==> src/rtl/dsm_pkg.sv <==
// Shared types, constants and helpers for the delta-sigma loop sequencer.
// Fixed-point formats: samples Q4.15, coefficients Q1.23, accumulator Q12.15.
package dsm_pkg;

    localparam int N_STATES   = 4;
    localparam int DW         = 20;
    localparam int CW         = 25;
    localparam int AW         = 28;
    localparam int PW         = DW + CW;
    localparam int FRAC_SHIFT = 23;

    typedef logic signed [DW-1:0] sample_t;
    typedef logic signed [CW-1:0] coef_t;
    typedef logic signed [AW-1:0] acc_t;

    typedef enum logic [1:0] {
        S_IDLE,
        S_MAC_Y,
        S_MAC_X,
        S_COMMIT
    } state_t;

    localparam coef_t A0_DEF [N_STATES] = '{
        25'h1FFEB6B, 25'h10040AB, 25'h1FFEB6B, 25'h1800000
    };
    localparam coef_t C_DEF [N_STATES] = '{
        25'h18F5D27, 25'h0088055, 25'h1B21A18, 25'h0032FC9
    };
    localparam coef_t D_DEF = 25'h1FCD037;

    localparam sample_t FB_POS  = 20'h04000;
    localparam sample_t FB_NEG  = 20'hFC000;
    localparam sample_t SAT_MAX = 20'h7FFFF;
    localparam sample_t SAT_MIN = 20'h80000;

    function automatic logic sat_clips(input acc_t v);
        return (v > acc_t'(SAT_MAX)) || (v < acc_t'(SAT_MIN));
    endfunction

    function automatic sample_t sat20(input acc_t v);
        if (v > acc_t'(SAT_MAX)) return SAT_MAX;
        if (v < acc_t'(SAT_MIN)) return SAT_MIN;
        return v[DW-1:0];
    endfunction

endpackage

==> src/rtl/dsm_mac.sv <==
// Shared multiply-accumulate: (x*c)>>>23 plus an addend into the accumulator.
// Ports: clk, reset, en, clear (restart sum), x, c, addend, acc (registered).
module dsm_mac
    import dsm_pkg::*;
(
    input  logic    clk,
    input  logic    reset,
    input  logic    en,
    input  logic    clear,
    input  sample_t x,
    input  coef_t   c,
    input  acc_t    addend,
    output acc_t    acc
);

    logic signed [PW-1:0] ext_x;
    logic signed [PW-1:0] ext_c;
    logic signed [PW-1:0] prod;
    acc_t                 prod_sh;
    acc_t                 acc_d;
    acc_t                 acc_q;

    always_comb begin
        ext_x   = {{CW{x[DW-1]}}, x};
        ext_c   = {{DW{c[CW-1]}}, c};
        prod    = ext_x * ext_c;
        // Floor shift; the result fits well inside AW bits.
        prod_sh = acc_t'(prod >>> FRAC_SHIFT);
        acc_d   = acc_q;
        if (en) begin
            acc_d = (clear ? '0 : acc_q) + prod_sh + addend;
        end
    end

    always_ff @(posedge clk) begin
        if (reset) begin
            acc_q <= '0;
        end else begin
            acc_q <= acc_d;
        end
    end

    assign acc = acc_q;

endmodule

==> src/rtl/dsm_loop_sequencer.sv <==
// Time-multiplexed DSS loop controller driving a 1-bit PWM quantizer.
// Ports: clk, reset (sync, high), in_valid/in_ready/in_data sample input,
// pwm, pwm_valid, y_dbg, sat outputs. Macro DSM_COEF_WR_EN adds
// coef_we/coef_addr/coef_wdata for a writable coefficient file.
module dsm_loop_sequencer
    import dsm_pkg::*;
(
    input  logic          clk,
    input  logic          reset,
    input  logic          in_valid,
    input  logic [DW-1:0] in_data,
    output logic          in_ready,
    output logic          pwm,
    output logic          pwm_valid,
    output logic [DW-1:0] y_dbg,
    output logic          sat
`ifdef DSM_COEF_WR_EN
    ,
    input  logic          coef_we,
    input  logic [3:0]    coef_addr,
    input  logic [CW-1:0] coef_wdata
`endif
);

    state_t  state_q, state_d;
    logic [2:0] idx_q, idx_d;
    sample_t u_q, u_d;
    sample_t vin_q, vin_d;
    sample_t y_q, y_d;
    sample_t y_dbg_q, y_dbg_d;
    sample_t x_q [N_STATES];
    sample_t x_d [N_STATES];
    logic    pwm_q, pwm_d;
    logic    pwm_valid_q, pwm_valid_d;
    logic    sat_q, sat_d;
    logic    clip_q, clip_d;

    coef_t   a0_v [N_STATES];
    coef_t   c_v  [N_STATES];
    coef_t   d_v;

    logic    mac_en, mac_clear;
    sample_t mac_x;
    coef_t   mac_c;
    acc_t    mac_add, mac_acc;

    sample_t             fb;
    logic signed [DW:0]  diff;
    logic signed [DW:0]  sum_s;
    logic [1:0]          sel;

`ifdef DSM_COEF_WR_EN
    coef_t a0_q [N_STATES];
    coef_t a0_d [N_STATES];
    coef_t c_q  [N_STATES];
    coef_t c_d  [N_STATES];
    coef_t d_q, d_d;

    always_comb begin
        a0_d = a0_q;
        c_d  = c_q;
        d_d  = d_q;
        // Writes only land while idle and no sample is being taken.
        if (coef_we && state_q == S_IDLE && !in_valid) begin
            if (coef_addr < 4'd4) begin
                a0_d[coef_addr[1:0]] = coef_wdata;
            end else if (coef_addr < 4'd8) begin
                c_d[coef_addr[1:0]] = coef_wdata;
            end else if (coef_addr == 4'd8) begin
                d_d = coef_wdata;
            end
        end
    end

    always_ff @(posedge clk) begin
        if (reset) begin
            a0_q <= A0_DEF;
            c_q  <= C_DEF;
            d_q  <= D_DEF;
        end else begin
            a0_q <= a0_d;
            c_q  <= c_d;
            d_q  <= d_d;
        end
    end

    assign a0_v = a0_q;
    assign c_v  = c_q;
    assign d_v  = d_q;
`else
    assign a0_v = A0_DEF;
    assign c_v  = C_DEF;
    assign d_v  = D_DEF;
`endif

    always_comb begin
        state_d     = state_q;
        idx_d       = idx_q;
        u_d         = u_q;
        vin_d       = vin_q;
        y_d         = y_q;
        y_dbg_d     = y_dbg_q;
        x_d         = x_q;
        pwm_d       = pwm_q;
        pwm_valid_d = 1'b0;
        sat_d       = 1'b0;
        clip_d      = clip_q;
        sel         = idx_q[1:0];
        mac_en      = 1'b0;
        mac_clear   = (idx_q == 3'd0);
        mac_x       = x_q[sel];
        mac_c       = c_v[sel];
        mac_add     = '0;
        fb          = pwm_q ? FB_POS : FB_NEG;
        diff        = {in_data[DW-1], in_data} - {fb[DW-1], fb};
        sum_s       = {y_q[DW-1], y_q} + {vin_q[DW-1], vin_q};

        unique case (state_q)
            S_IDLE: begin
                if (in_valid) begin
                    u_d     = sat20(acc_t'(diff));
                    clip_d  = sat_clips(acc_t'(diff));
                    vin_d   = in_data;
                    idx_d   = 3'd0;
                    state_d = S_MAC_Y;
                end
            end
            S_MAC_Y: begin
                mac_en = 1'b1;
                if (idx_q == 3'(N_STATES)) begin
                    mac_x   = u_q;
                    mac_c   = d_v;
                    idx_d   = 3'd0;
                    state_d = S_MAC_X;
                end else begin
                    idx_d = idx_q + 3'd1;
                end
            end
            S_MAC_X: begin
                mac_en = 1'b1;
                mac_c  = a0_v[sel];
                // Accumulator still holds the finished y sum here.
                if (idx_q == 3'd0) begin
                    y_d    = sat20(mac_acc);
                    clip_d = clip_q | sat_clips(mac_acc);
                end
                if (idx_q == 3'(N_STATES - 1)) begin
                    mac_add = acc_t'(u_q);
                    state_d = S_COMMIT;
                end else begin
                    idx_d = idx_q + 3'd1;
                end
            end
            S_COMMIT: begin
                x_d[0] = sat20(mac_acc);
                for (int i = 1; i < N_STATES; i++) begin
                    x_d[i] = x_q[i-1];
                end
                // Quantizer follows the sign of the unsaturated y + vin.
                pwm_d       = (sum_s < 0);
                y_dbg_d     = y_q;
                pwm_valid_d = 1'b1;
                sat_d       = clip_q | sat_clips(mac_acc);
                clip_d      = 1'b0;
                state_d     = S_IDLE;
            end
            default: state_d = S_IDLE;
        endcase
    end

    always_ff @(posedge clk) begin
        if (reset) begin
            state_q     <= S_IDLE;
            idx_q       <= '0;
            u_q         <= '0;
            vin_q       <= '0;
            y_q         <= '0;
            y_dbg_q     <= '0;
            x_q         <= '{default: '0};
            pwm_q       <= 1'b0;
            pwm_valid_q <= 1'b0;
            sat_q       <= 1'b0;
            clip_q      <= 1'b0;
        end else begin
            state_q     <= state_d;
            idx_q       <= idx_d;
            u_q         <= u_d;
            vin_q       <= vin_d;
            y_q         <= y_d;
            y_dbg_q     <= y_dbg_d;
            x_q         <= x_d;
            pwm_q       <= pwm_d;
            pwm_valid_q <= pwm_valid_d;
            sat_q       <= sat_d;
            clip_q      <= clip_d;
        end
    end

    dsm_mac u_mac (
        .clk    (clk),
        .reset  (reset),
        .en     (mac_en),
        .clear  (mac_clear),
        .x      (mac_x),
        .c      (mac_c),
        .addend (mac_add),
        .acc    (mac_acc)
    );

    assign in_ready  = (state_q == S_IDLE);
    assign pwm       = pwm_q;
    assign pwm_valid = pwm_valid_q;
    assign y_dbg     = y_dbg_q;
    assign sat       = sat_q;

endmodule

==> config.mk <==
export PLATFORM = sky130hd
export DESIGN_NAME = dsm_loop_sequencer
export DESIGN_NICKNAME = d
export VERILOG_FILES = /design/src/rtl/dsm_pkg.sv /design/src/rtl/dsm_mac.sv /design/src/rtl/dsm_loop_sequencer.sv
export SDC_FILE = /design/constraint.sdc
export NUM_CORES = 2
export LEC_CHECK = 0
export CORE_ASPECT_RATIO = 1.75
export CORE_MARGIN = 2
export CORE_UTILIZATION = 49
export CTS_CLUSTER_SIZE = 10
export DETAILED_ROUTE_END_ITERATION = 6
export PLACE_DENSITY = 0.74
export REMOVE_ABC_BUFFERS = 1
export SYNTH_ARGS = -nofsm -noshare
export SYNTH_HDL_FRONTEND = slang
export SYNTH_HIERARCHICAL = 1
export SYNTH_SLANG_ARGS = --single-unit
==> constraint.sdc <==
create_clock -name clk -period 12.4 [get_ports clk]
set_clock_uncertainty 0.05 [all_clocks]
set_input_delay 3.72 -clock clk [delete_from_list [all_inputs] [get_ports clk]]
set_output_delay 3.72 -clock clk [all_outputs]
set_load 0.01 [all_outputs]
==> results.md <==
- Run status: completed
- Yosys warnings: 6
- Die Area: 60,640 um2
- Tmin final: 11,760 ps
- DIE WIDTH: 187.0 um
- # hold bufs at CTS: 0
- Root buf cell: clkbuf_16
- Synth cell types: 80
- Commonest non-fill, non-tap cell in the layout: inv_1
- Worst-Margin Slew: 1062 ps
- Net total in the final layout: 3,786
- Vias in the first global route: 22,880
- Final setup fails: 0
- Worst Setup EP: u_mac/acc[26]
- RSZ-0062 raised after global routing: false
- Compound-cell area share of the yosys netlist: 7.510%
- Primary FF master, synth: dfxtp_1
- Critical Path Max Stage Delay: 570 ps
- CP arrival: 12,010 ps
- Fillers: 5,280
- # rows: 117
- Clock buffer count from CTS: 17
- Vias: 21,040
- Adder and majority cell fraction of the synthesized area: 45.21%
- Most frequent cells in the layout: inv_1 (585), fa_1 (538), nand2_1 (310), and2_1 (240), dfxtp_1 (196)
- PortBufs: 46
- Layout cells sized above 1: 4.574%
- Drt drc: 0
- Setup CP Type: flop to flop
- H-tree levels: 4
- #FFs+latches synth: 197
- Most used cell, CP: fa_1
- Drt first pass iters: 7
- Worst Path Buf+Inv: 6
- IO Pins: 47
- WP depth: 41
- Final Slew Violations: 0
- Initial core utilization: 49.42%
- Crit-path leading delay family: adder cells
- Net Sw Power: 1096 uW
- Final WL: 70.52 mm
- Largest family of logic cells by synthesized area: adder cells
- Die Y: 324.3 um
- Area leader, netlist: fa_1
- Post-synth top area share: 37.50%
- Peak supply drop: 145.1 uV
- CTS tree: yes
- Endpoints failing hold: 0
- Top post-synthesis cells by area: fa_1 (37%), dfxtp_1 (14%), ha_1 (7.7%)
- CP max stage cell: a21oi_4
- Worst path required time: 12,650 ps
- GRT Overall Usage: 24.26%
- Utilization after layout: 52.31%
- Largest net degree at the start of global routing: 99
- DRT iter0 DRCs: 1,153
- Storage cell area: 3945 um2
- RR Endpoint: u_mac/acc[26]
- Internal: 1229 uW
- Hold WC Path Type: flop to flop
- Core area: 58,120 um2
- Area taken by multi-input logic gates: 21,920 um2
- Share of synthesized area spent on multiplexers: 6.051%
- First-pass GRT wire length: 116.2 mm
- Clock power frac: 24.5%
- Flop2flop setup slack: 640 ps
- Final period util: 94.88%
- Clk slew on worst S/H paths: 80 ps
- Synthesized instance count: 3,118
- Fin Setup TNS: 0 ps
- HPWL Detailed: 54.78 mm
- Worst r2r path cells: 41
- Post-synth ARST share: 0%
- Worst Setup End Kind: flop
- Net Sw Frac: 47.13%
- Clock sinks: 197
- Area growth, synth to finish: 5.851%
- Sequential share of power: 31.3%
- RR Startpoint: state_q[0]
- Antenna diode count: 0
- Grt ovf: 0
- Synth Area in Simple Gates: 15.39%
- MaxCap Viol Count: 0
- Antenna violations before repair: 0
- Logic pwr share: 44.1%
- CP Launch Point: state_q[0]
- Synth Area in XOR/XNOR: 2.026%
- Max Buffers Root-to-Sink: 2
- FMAX: 85.00 MHz
- Mapped cell area: 28,720 um2
- Routed len/inst: 18.39 um
- Routability cong.: 0.8997
- Clk_lat worst skew: 450 ps
- Worst Path Max Fanout: 22
- Type of element launching the critical path: flop
- Register area share after synthesis: 13.73%
- Leakage: 0.01474 uW
- Number of routed nets with antenna violations: 0
- Via density: 5.489
- Syn Area/Cell: 9.211 um2
- Power Density: 76.47 nW/um2
- Post-synth EDFFs: 0
- Max-slew headroom: 28.91%
worst min-delay path by stage:
stage	slack (ps)	depth (start not counted)	end	from
3_5_place_dp	400	2	vin_q[6]	vin_q[6]
5_1_grt	430	2	vin_q[3]	vin_q[3]
3_3_place_gp	400	2	vin_q[4]	vin_q[4]
2_1_floorplan	380	2	vin_q[0]	vin_q[0]
4_1_cts	420	2	vin_q[4]	vin_q[4]
6_report	410	2	vin_q[3]	vin_q[3]
cells in the mapped netlist (35+ instances only):
| cell | number |
|---|---|
| a21o_1 | 35 |
| a21oi_1 | 129 |
| and2_1 | 240 |
| clkbuf_1 | 154 |
| dfxtp_1 | 197 |
| fa_1 | 538 |
| ha_1 | 177 |
| inv_1 | 585 |
| mux2i_1 | 105 |
| nand2_1 | 310 |
| nand2b_1 | 44 |
| nor2_1 | 194 |
| nor2b_1 | 35 |
| o21ai_0 | 55 |
| xnor2_1 | 40 |
per-layer routing:
| layer | share of wire, % | GRT usage (%) | up-vias | wire [um] |
|---|---|---|---|---|
| met2 | 56 | 47.50 | 609 | 39320 |
| met4 | 6.1 | 13.49 | 0 | 4276 |
| met3 | 3.4 | 1.942 | 238 | 2389 |
| met1 | 35 | 25.47 | 10730 | 24530 |
| met5 | 0 | 0 | - | 0 |
| li1 | - | - | 9465 | - |
cell type report:
| class | count | area share (%) |
|---|---|---|
| Clock buffer | 17 | 1.399 |
| Tap cell | 773 | 3.181 |
| Timing Repair Buffer | 84 | 2.469 |
| Sequential cell | 197 | 12.98 |
| Inverter | 586 | 7.235 |
| Clock inverter | 15 | 0.6338 |
| Multi-Input combinational cell | 2162 | 72.10 |
per-stage QoR:
step | total power [uW] | hold WS, ps | instances | instance area (um2) | worst slack [ps]
2_1_floorplan | 1288 | 380.9 | 2945 | 28020 | 39.68
3_3_place_gp | 1733 | 395.7 | 3802 | 29780 | 777.0
3_5_place_dp | 1745 | 403.8 | 3802 | 29780 | 720.6
4_1_cts | 2313 | 416.2 | 3834 | 30390 | 684.8
6_report | 2325 | 414.5 | 3834 | 30400 | 635.4
5_1_grt | 2426 | 433.3 | 3834 | 30400 | 2.677
power groups by stage:
stage	logic (uW)	registers, uW	clock network (uW)
CTS	1010	727	577
floorplan	570	719	0
global placement	991	742	0
global route	1100	732	600
detailed placement	1000	742	0
finish	1030	729	571
worst register-to-register path, delay by kind of cell, from the launching register on:
kind            cells  cell delay (ps)
compound gates     15             4000
xor+xnor            2              340
fa+ha+maj          11             5070
buf+inv             6              860
flops               1              360
simple gates        7              930
what timing repair did:
| item | in CTS | in global routing |
|---|---|---|
| buffers inserted | 0 | 0 |
| endpoints found under the setup margin | 0 | 1 |
| resized for setup | 0 | 2 |
logic make-up (layout without fill, tap and decap cells):
group	after synthesis	after routing
simple gates	904	904
compound gates	333	333
flops	197	197
fa+ha+maj	715	715
buf+inv	759	702
xor+xnor	64	64
mux	146	146
registers in the layout, summed over array words and instances (netlist names):
signal,cells
x_q,80
u_mac/acc,28
u_q,20
vin_q,20
y_dbg,20
y_q,20
idx_q,3
state_q,2
clip_q,1
pwm,1
pwm_valid,1
sat,1
No activity file was read; power rests on OpenSTA's default activity.
